<file path="src/rtl/tff_chain_if.sv">
// rtl/tff_chain_if.sv - control and status bundle for the toggle flip-flop chain
//
// Purpose: groups the per-edge controls and the chain outputs so a driver
// and the chain can be connected through one port.
// Signals:
//   data       driver -> chain  toggle enable for stage 0 (gates all stages in counter mode)
//   clr        driver -> chain  synchronous clear
//   load       driver -> chain  synchronous parallel load
//   load_val   driver -> chain  value written to q on load
//   q          chain -> driver  stage outputs, q[0] is the first stage
//   tc         chain -> driver  registered terminal-carry pulse
//   toggle_cnt chain -> driver  saturating count of terminal carries
interface tff_chain_if #(
  parameter int STAGES = 4,
  parameter int CNT_W  = 8
);
  logic              data;
  logic              clr;
  logic              load;
  logic [STAGES-1:0] load_val;
  logic [STAGES-1:0] q;
  logic              tc;
  logic [CNT_W-1:0]  toggle_cnt;

  modport master (
    output data, clr, load, load_val,
    input  q, tc, toggle_cnt
  );

  modport slave (
    input  data, clr, load, load_val,
    output q, tc, toggle_cnt
  );
endinterface

</file>
<file path="src/rtl/tff_chain.sv">
// rtl/tff_chain.sv - parametrised toggle flip-flop chain with terminal carry
//
// Purpose: STAGES toggle flops, either cascaded (MODE 0, each stage toggles
// on the registered output of the previous one) or as a synchronous binary
// counter (MODE 1). Clear and load are synchronous; reset is asynchronous
// and active-high. tc pulses for one cycle after the last stage falls 1->0.
// Optional feature: define TFF_CHAIN_STATS_EN to build a saturating
// counter of terminal carries on toggle_cnt; otherwise toggle_cnt is 0.
// Ports:
//   clk  rising-edge clock
//   rst  asynchronous active-high reset
//   bus  tff_chain_if.slave: data/clr/load/load_val in, q/tc/toggle_cnt out
module tff_chain #(
  parameter int STAGES = 4,
  parameter int MODE   = 0,
  parameter int CNT_W  = 8
) (
  input  logic        clk,
  input  logic        rst,
  tff_chain_if.slave  bus
);

  logic [STAGES-1:0] q_q, q_d;
  logic [STAGES-1:0] tog;
  logic              tc_q, tc_d;
  logic              wrap;
  logic              carry;

  // Toggle enables are derived only from registered q, so every stage
  // samples pre-edge values and nothing ripples combinationally.
  always_comb begin
    tog   = '0;
    carry = bus.data;
    if (MODE == 0) begin
      tog[0] = bus.data;
      for (int k = 1; k < STAGES; k++) begin
        tog[k] = q_q[k-1];
      end
    end else begin
      // Stage k toggles when data and all lower stages are ones.
      for (int k = 0; k < STAGES; k++) begin
        tog[k] = carry;
        carry  = carry & q_q[k];
      end
    end
  end

  // Last stage currently 1 and about to toggle: a 1->0 transition.
  assign wrap = tog[STAGES-1] & q_q[STAGES-1];

  always_comb begin
    q_d  = q_q;
    tc_d = 1'b0;
    if (bus.clr) begin
      q_d = '0;
    end else if (bus.load) begin
      q_d = bus.load_val;
    end else begin
      q_d  = q_q ^ tog;
      tc_d = wrap;
    end
  end

  always_ff @(posedge clk or posedge rst) begin
    if (rst) begin
      q_q  <= '0;
      tc_q <= 1'b0;
    end else begin
      q_q  <= q_d;
      tc_q <= tc_d;
    end
  end

  assign bus.q  = q_q;
  assign bus.tc = tc_q;

`ifdef TFF_CHAIN_STATS_EN
  logic [CNT_W-1:0] cnt_q, cnt_d;

  // Counts on the same edge that raises tc; load leaves it untouched.
  always_comb begin
    cnt_d = cnt_q;
    if (bus.clr) begin
      cnt_d = '0;
    end else if (tc_d && (cnt_q != {CNT_W{1'b1}})) begin
      cnt_d = cnt_q + CNT_W'(1);
    end
  end

  always_ff @(posedge clk or posedge rst) begin
    if (rst) begin
      cnt_q <= '0;
    end else begin
      cnt_q <= cnt_d;
    end
  end

  assign bus.toggle_cnt = cnt_q;
`else
  assign bus.toggle_cnt = '0;
`endif

endmodule

</file>
<file path="src/flat_wrapper.sv">
// flat-port wrapper written by rule: the top's interface ports become plain ports
module tff_chain_flat 
#(
  parameter int STAGES = 4,
  parameter int MODE   = 0,
  parameter int CNT_W  = 8
)
  (clk, rst, bus_data, bus_clr, bus_load, bus_load_val, bus_q, bus_tc, bus_toggle_cnt);
  tff_chain_if #(.STAGES(STAGES), .CNT_W(CNT_W)) bus_i ();
  input  logic clk;
  input  logic rst;
  input wire logic [$bits(bus_i.data)-1:0] bus_data;
  input wire logic [$bits(bus_i.clr)-1:0] bus_clr;
  input wire logic [$bits(bus_i.load)-1:0] bus_load;
  input wire logic [$bits(bus_i.load_val)-1:0] bus_load_val;
  output wire logic [$bits(bus_i.q)-1:0] bus_q;
  output wire logic [$bits(bus_i.tc)-1:0] bus_tc;
  output wire logic [$bits(bus_i.toggle_cnt)-1:0] bus_toggle_cnt;
  assign bus_i.data = bus_data;
  assign bus_i.clr = bus_clr;
  assign bus_i.load = bus_load;
  assign bus_i.load_val = bus_load_val;
  assign bus_q = bus_i.q;
  assign bus_tc = bus_i.tc;
  assign bus_toggle_cnt = bus_i.toggle_cnt;
  tff_chain #(.STAGES(STAGES), .MODE(MODE), .CNT_W(CNT_W)) u_core (.clk(clk), .rst(rst), .bus(bus_i));
endmodule
</file>
<file path="config.mk">
export PLATFORM = sky130hd
export DESIGN_NAME = tff_chain_flat
export DESIGN_NICKNAME = d
export VERILOG_FILES = /design/src/rtl/tff_chain_if.sv /design/src/rtl/tff_chain.sv /design/src/flat_wrapper.sv
export SDC_FILE = /design/constraint.sdc
export NUM_CORES = 1
export LEC_CHECK = 0
export CAP_MARGIN = 20
export CORE_AREA = 2 2 39 41
export CTS_BUF_LIST = sky130_fd_sc_hd__clkbuf_4
export DETAILED_ROUTE_END_ITERATION = 8
export DIE_AREA = 0 0 41 43
export HOLD_SLACK_MARGIN = 0.05
export SLEW_MARGIN = 5
export SYNTH_ARGS = -nofsm -noshare
export SYNTH_HDL_FRONTEND = slang
export SYNTH_SLANG_ARGS = --single-unit
</file>
<file path="constraint.sdc">
create_clock -name clk -period 1 [get_ports clk]
set_input_delay 0.2 -clock clk [delete_from_list [all_inputs] [get_ports clk]]
set_output_delay 0.2 -clock clk [all_outputs]
set_load 0.005 [all_outputs]
</file>
After elaboration in Yosys (flattened, before gate mapping)

Cells that the tools add are included.

Register bits after elaboration: 5
Input port bits: 9
Output and inout port bits: 13
Word-level logic and storage cells: 8

Multiplexer cells: 4
Bitwise logic cells: 2

Operators by type and width:

| cell              | number |
|---|---|
| two-way mux 4 bit | 2 |
| XOR 4 bit         | 1 |
| two-way mux 1 bit | 2 |
| AND 1 bit         | 1 |

Logic depth before layout (Yosys ltp)

Word-level depth: 3
Mapped depth: 3
Gate-level depth less buffers: 3

Least setup slack after synthesis

Ideal clock, no wire load.

Path type: reg-to-reg
From: register u_core.q_q[2] (netlist: u_core.bus.q[2])
To: register u_core.q_q[3] (netlist: u_core.bus.q[3])
Setup time: 118 ps
Data arrival time: 838 ps
Required time: 882 ps
Setup slack: 44 ps
Stages on the path, launching flop included: 4
Cell sequence: dfrtp_1 > ha_1 > mux2i_1 > nor2_1

Cells in the longest elaborated chain, start to end: 3

RTL lines:

| item                    | RTL line        | source |
|---|---|---|
| start, declared         | tff_chain.sv:23 | `logic [STAGES-1:0] q_q, q_d;` |
| start signal, assigned  | tff_chain.sv:69 | `q_q <= q_d;` |
| XOR 4 bit               | tff_chain.sv:59 | `q_d = q_q ^ tog;` |
| two-way mux 4 bit       | tff_chain.sv:56 | `end else if (bus.load) begin` |
| two-way mux 4 bit       | tff_chain.sv:54 | `if (bus.clr) begin` |
| named net u_core.q_d[3] | tff_chain.sv:23 |  |

The timed path passes the listed nets, and every way through them passes these cells.

Final worst setup path

From: register u_core.q_q[2] (netlist: u_core.bus.q[2])
To: register u_core.q_q[2] (netlist: u_core.bus.q[2])

The elaborated chain is that of the path after synthesis.

==> results.py <==
metrics = {
    "floorplan": {
        "initial_core_util": 0.215,
        "core-area_um2": 1380,
        "fp-row-count": 14,
        "dieWidth_um": 41,
        "die_area_um2": 1760,
        "ios": 22,
        "die_y_um": 43,
    },
    "clock_tree": {
        "root_buffer": "clkbuf_4",
        "clockBufferDepth": 2,
        "htreeDepth": 1,
        "insertion_delay_ps": 240,
        "hold_buffers": 0,
        "clk_pin_slew_worst_paths_ps": 50,
        "cts_tree": "yes",
        "cts.sinks": 5,
        "cts_buffers": 3,
    },
    "timing": {
        "tns_ps": -87.6,
        "drv_slew": 0,
        "clock-skew-final_ps": 2.83,
        "period_needed_ps": 1050,
        "setup_slack_ps": -48.4,
        "rsz0062_at_grt": "true",
        "hold_viol": 0,
        "finalSetupViolCount": 2,
        "fmax_mhz": 954,
        "min_period_over_period": 1.05,
    },
    "route": {
        "drcViolationCount": 0,
        "dr.pass1.iters": 3,
        "postRouteAntennaNets": 0,
        "finalWirelength_um": 550,
        "routedWlPerCell_um": 8.33,
        "vias": 230,
        "drt-initial-drc-count": 3,
        "avgViaCountPerCell": 3.48,
    },
    "critical_path": {
        "arrival_ps": 1200,
        "cp-endpoint": "u_core.bus.q[2]",
        "critPathMaxFanout": 2,
        "r2r-start": "u_core.bus.q[2]",
        "r2r_cells": 4,
        "r2r_slack_ps": -50,
        "endpoint_kind": "flop",
        "crit_type": "reg2reg",
        "critPathLaunch": "u_core.bus.q[2]",
        "required_ps": 1150,
        "start_kind": "flop",
        "r2r-end": "u_core.bus.q[2]",
    },
    "synthesis": {
        "ys_top_cells_by_area": "dfrtp_1 42%, buf_4 20%, xnor2_1 8.8%, a211oi_1 7.6%, nor2b_1 6.3%",
        "ys_types": 11,
        "yosysMostFrequentCell": "buf_4",
        "ys_top_cells_by_count": "8 x buf_4, 5 x dfrtp_1, 3 x a211oi_1, 3 x nor2b_1, 3 x xnor2_1",
        "ys_async_sr_fraction": 1.00,
        "yosys.area.top_type": "dfrtp_1",
        "syn_inst": 29,
        "synth-main-ff-cell": "dfrtp_1",
        "synth_edf_count": 0,
        "yosysTopAreaCellShare": 0.420,
        "seq_area_frac_synth": 0.420,
        "ys_seq_elements": 5,
        "synth_warnings": 0,
        "syn_area_per_cell_um2": 10.3,
        "mappedNetlistArea_um2": 298,
    },
    "place": {
        "gp_congestion": 0.680,
        "port_buffers": 13,
        "dp_slack_ps": -170,
        "dp.cells": 59,
        "place_hpwl_um": 406,
    },
    "finish": {
        "drive_gt1_frac": 0.340,
        "antenna_cells": 0,
        "finish.net_count": 61,
        "fin_cells": 66,
        "area_delta_synth_final_pct": 65.5,
    },
    "power": {
        "powerDensity_nw_per_um2": 1310,
        "ir_drop_mv": 0.413,
        "power.leakage_nw": 0.240,
        "power_uw": 648,
    },
    "grt": {
        "grt_pass1_wl_um": 848,
        "antenna_found_initial": 0,
        "grt_usage": 0.0717,
        "grt_pass1_vias": 212,
        "gr-total-overflow": 0,
        "grt_max_degree": 7,
    },
    "hold_path": {
        "hold_path_class": "in2async",
    },
    "run_status": {
        "status": "complete, but fails checks",
        "violations": "setup timing",
    },
    "flow_run": {
        "max-cap-violations": 0,
    },
}
==> stage by stage <==
stage	area, um^2	hold slack (ps)	utilization
after global routing	493	191	0.356
final	493	166	0.356
after CTS	487	176	0.352
after floorplan	324	-21.5	-
after detailed placement	429	425	0.310
after global placement	429	421	0.310
==> sequential cells by signal (all words and copies together) (netlist names) <==
register and count:
u_core.bus.q 4, u_core.bus.tc 1
==> critical path: stages (launching register included) <==
cell	delay (ps)
dfrtp_1	380
buf_6	130
buf_6	110
xnor2_2	130
a211oi_2	210
==> cells by family after synthesis <==
group                      count (synthesis)  share of synthesized area
other                                      1                     0.0126
xor gates and xnor gates                   3                     0.0883
and+or+nand+nor                            5                      0.101
AOI/OAI and AO/OA                          3                     0.0756
DFF                                        5                      0.420
adders and majority gates                  1                     0.0420
muxes                                      1                     0.0336
buffers and inverters                     10                      0.227
==> layout by cell type (no fill, tap or decap) <==
master | netlist | final
a211oi_1 | 3 | 2
a211oi_2 | 0 | 1
buf_2 | 0 | 3
buf_4 | 8 | 2
buf_6 | 0 | 3
clkbuf_2 | 0 | 2
clkbuf_4 | 0 | 4
clkdlybuf4s50_1 | 0 | 8
conb_1 | 1 | 8
dfrtp_1 | 5 | 5
ha_4 | 0 | 1
inv_1 | 2 | 2
mux2i_1 | 1 | 1
nor2_1 | 1 | 1
nor2b_1 | 3 | 3
nor3b_1 | 1 | 1
xnor2_1 | 3 | 2
xnor2_2 | 0 | 1
==> metal layers <==
layer / up-vias / track usage / part of all wire
li1: 118 / - / -
met4: 0 / 0.0400 / 0
met3: 0 / 0.0314 / 0.087
met5: - / 0 / 0
met1: 99 / 0.0918 / 0.41
met2: 13 / 0.0969 / 0.49
==> layout make-up <==
type                       count  area (um^2)
fill                         158          891
sequential                     5          125
clock buffer                   4         30.0
tap                           16         20.0
inverter                       2         7.51
multi-input combinational     21          156
timing repair buffer          18          154
==> report_power, final <==
part,internal (mW),total (mW),switching (mW),leakage [nW]
sequential,0.218,0.226,0.00796,0.0654
combinational,0.101,0.165,0.0645,0.157
clock,0.178,0.257,0.0795,0.0184
total,0.496,0.648,0.152,0.240
==> worst min path at each step <==
stage,endpoint,slack (ps),cells after the start
after floorplan,u_core.bus.q[0],-20,1
after global placement,u_core.bus.q[0],420,2
after detailed placement,u_core.bus.q[0],420,2
after CTS,u_core.bus.q[2],180,2
after global routing,u_core.bus.q[2],190,2
final,u_core.bus.q[2],170,2
==> timing repair <==
| item | 4_1_cts | 5_1_grt |
|---|---|---|
| setup buffers | 3 | 0 |
| endpoints found under the setup margin | 5 | 5 |
| pin swaps | 3 | 2 |
| resized for setup | 19 | 5 |
(Power assumes the default switching activity.)
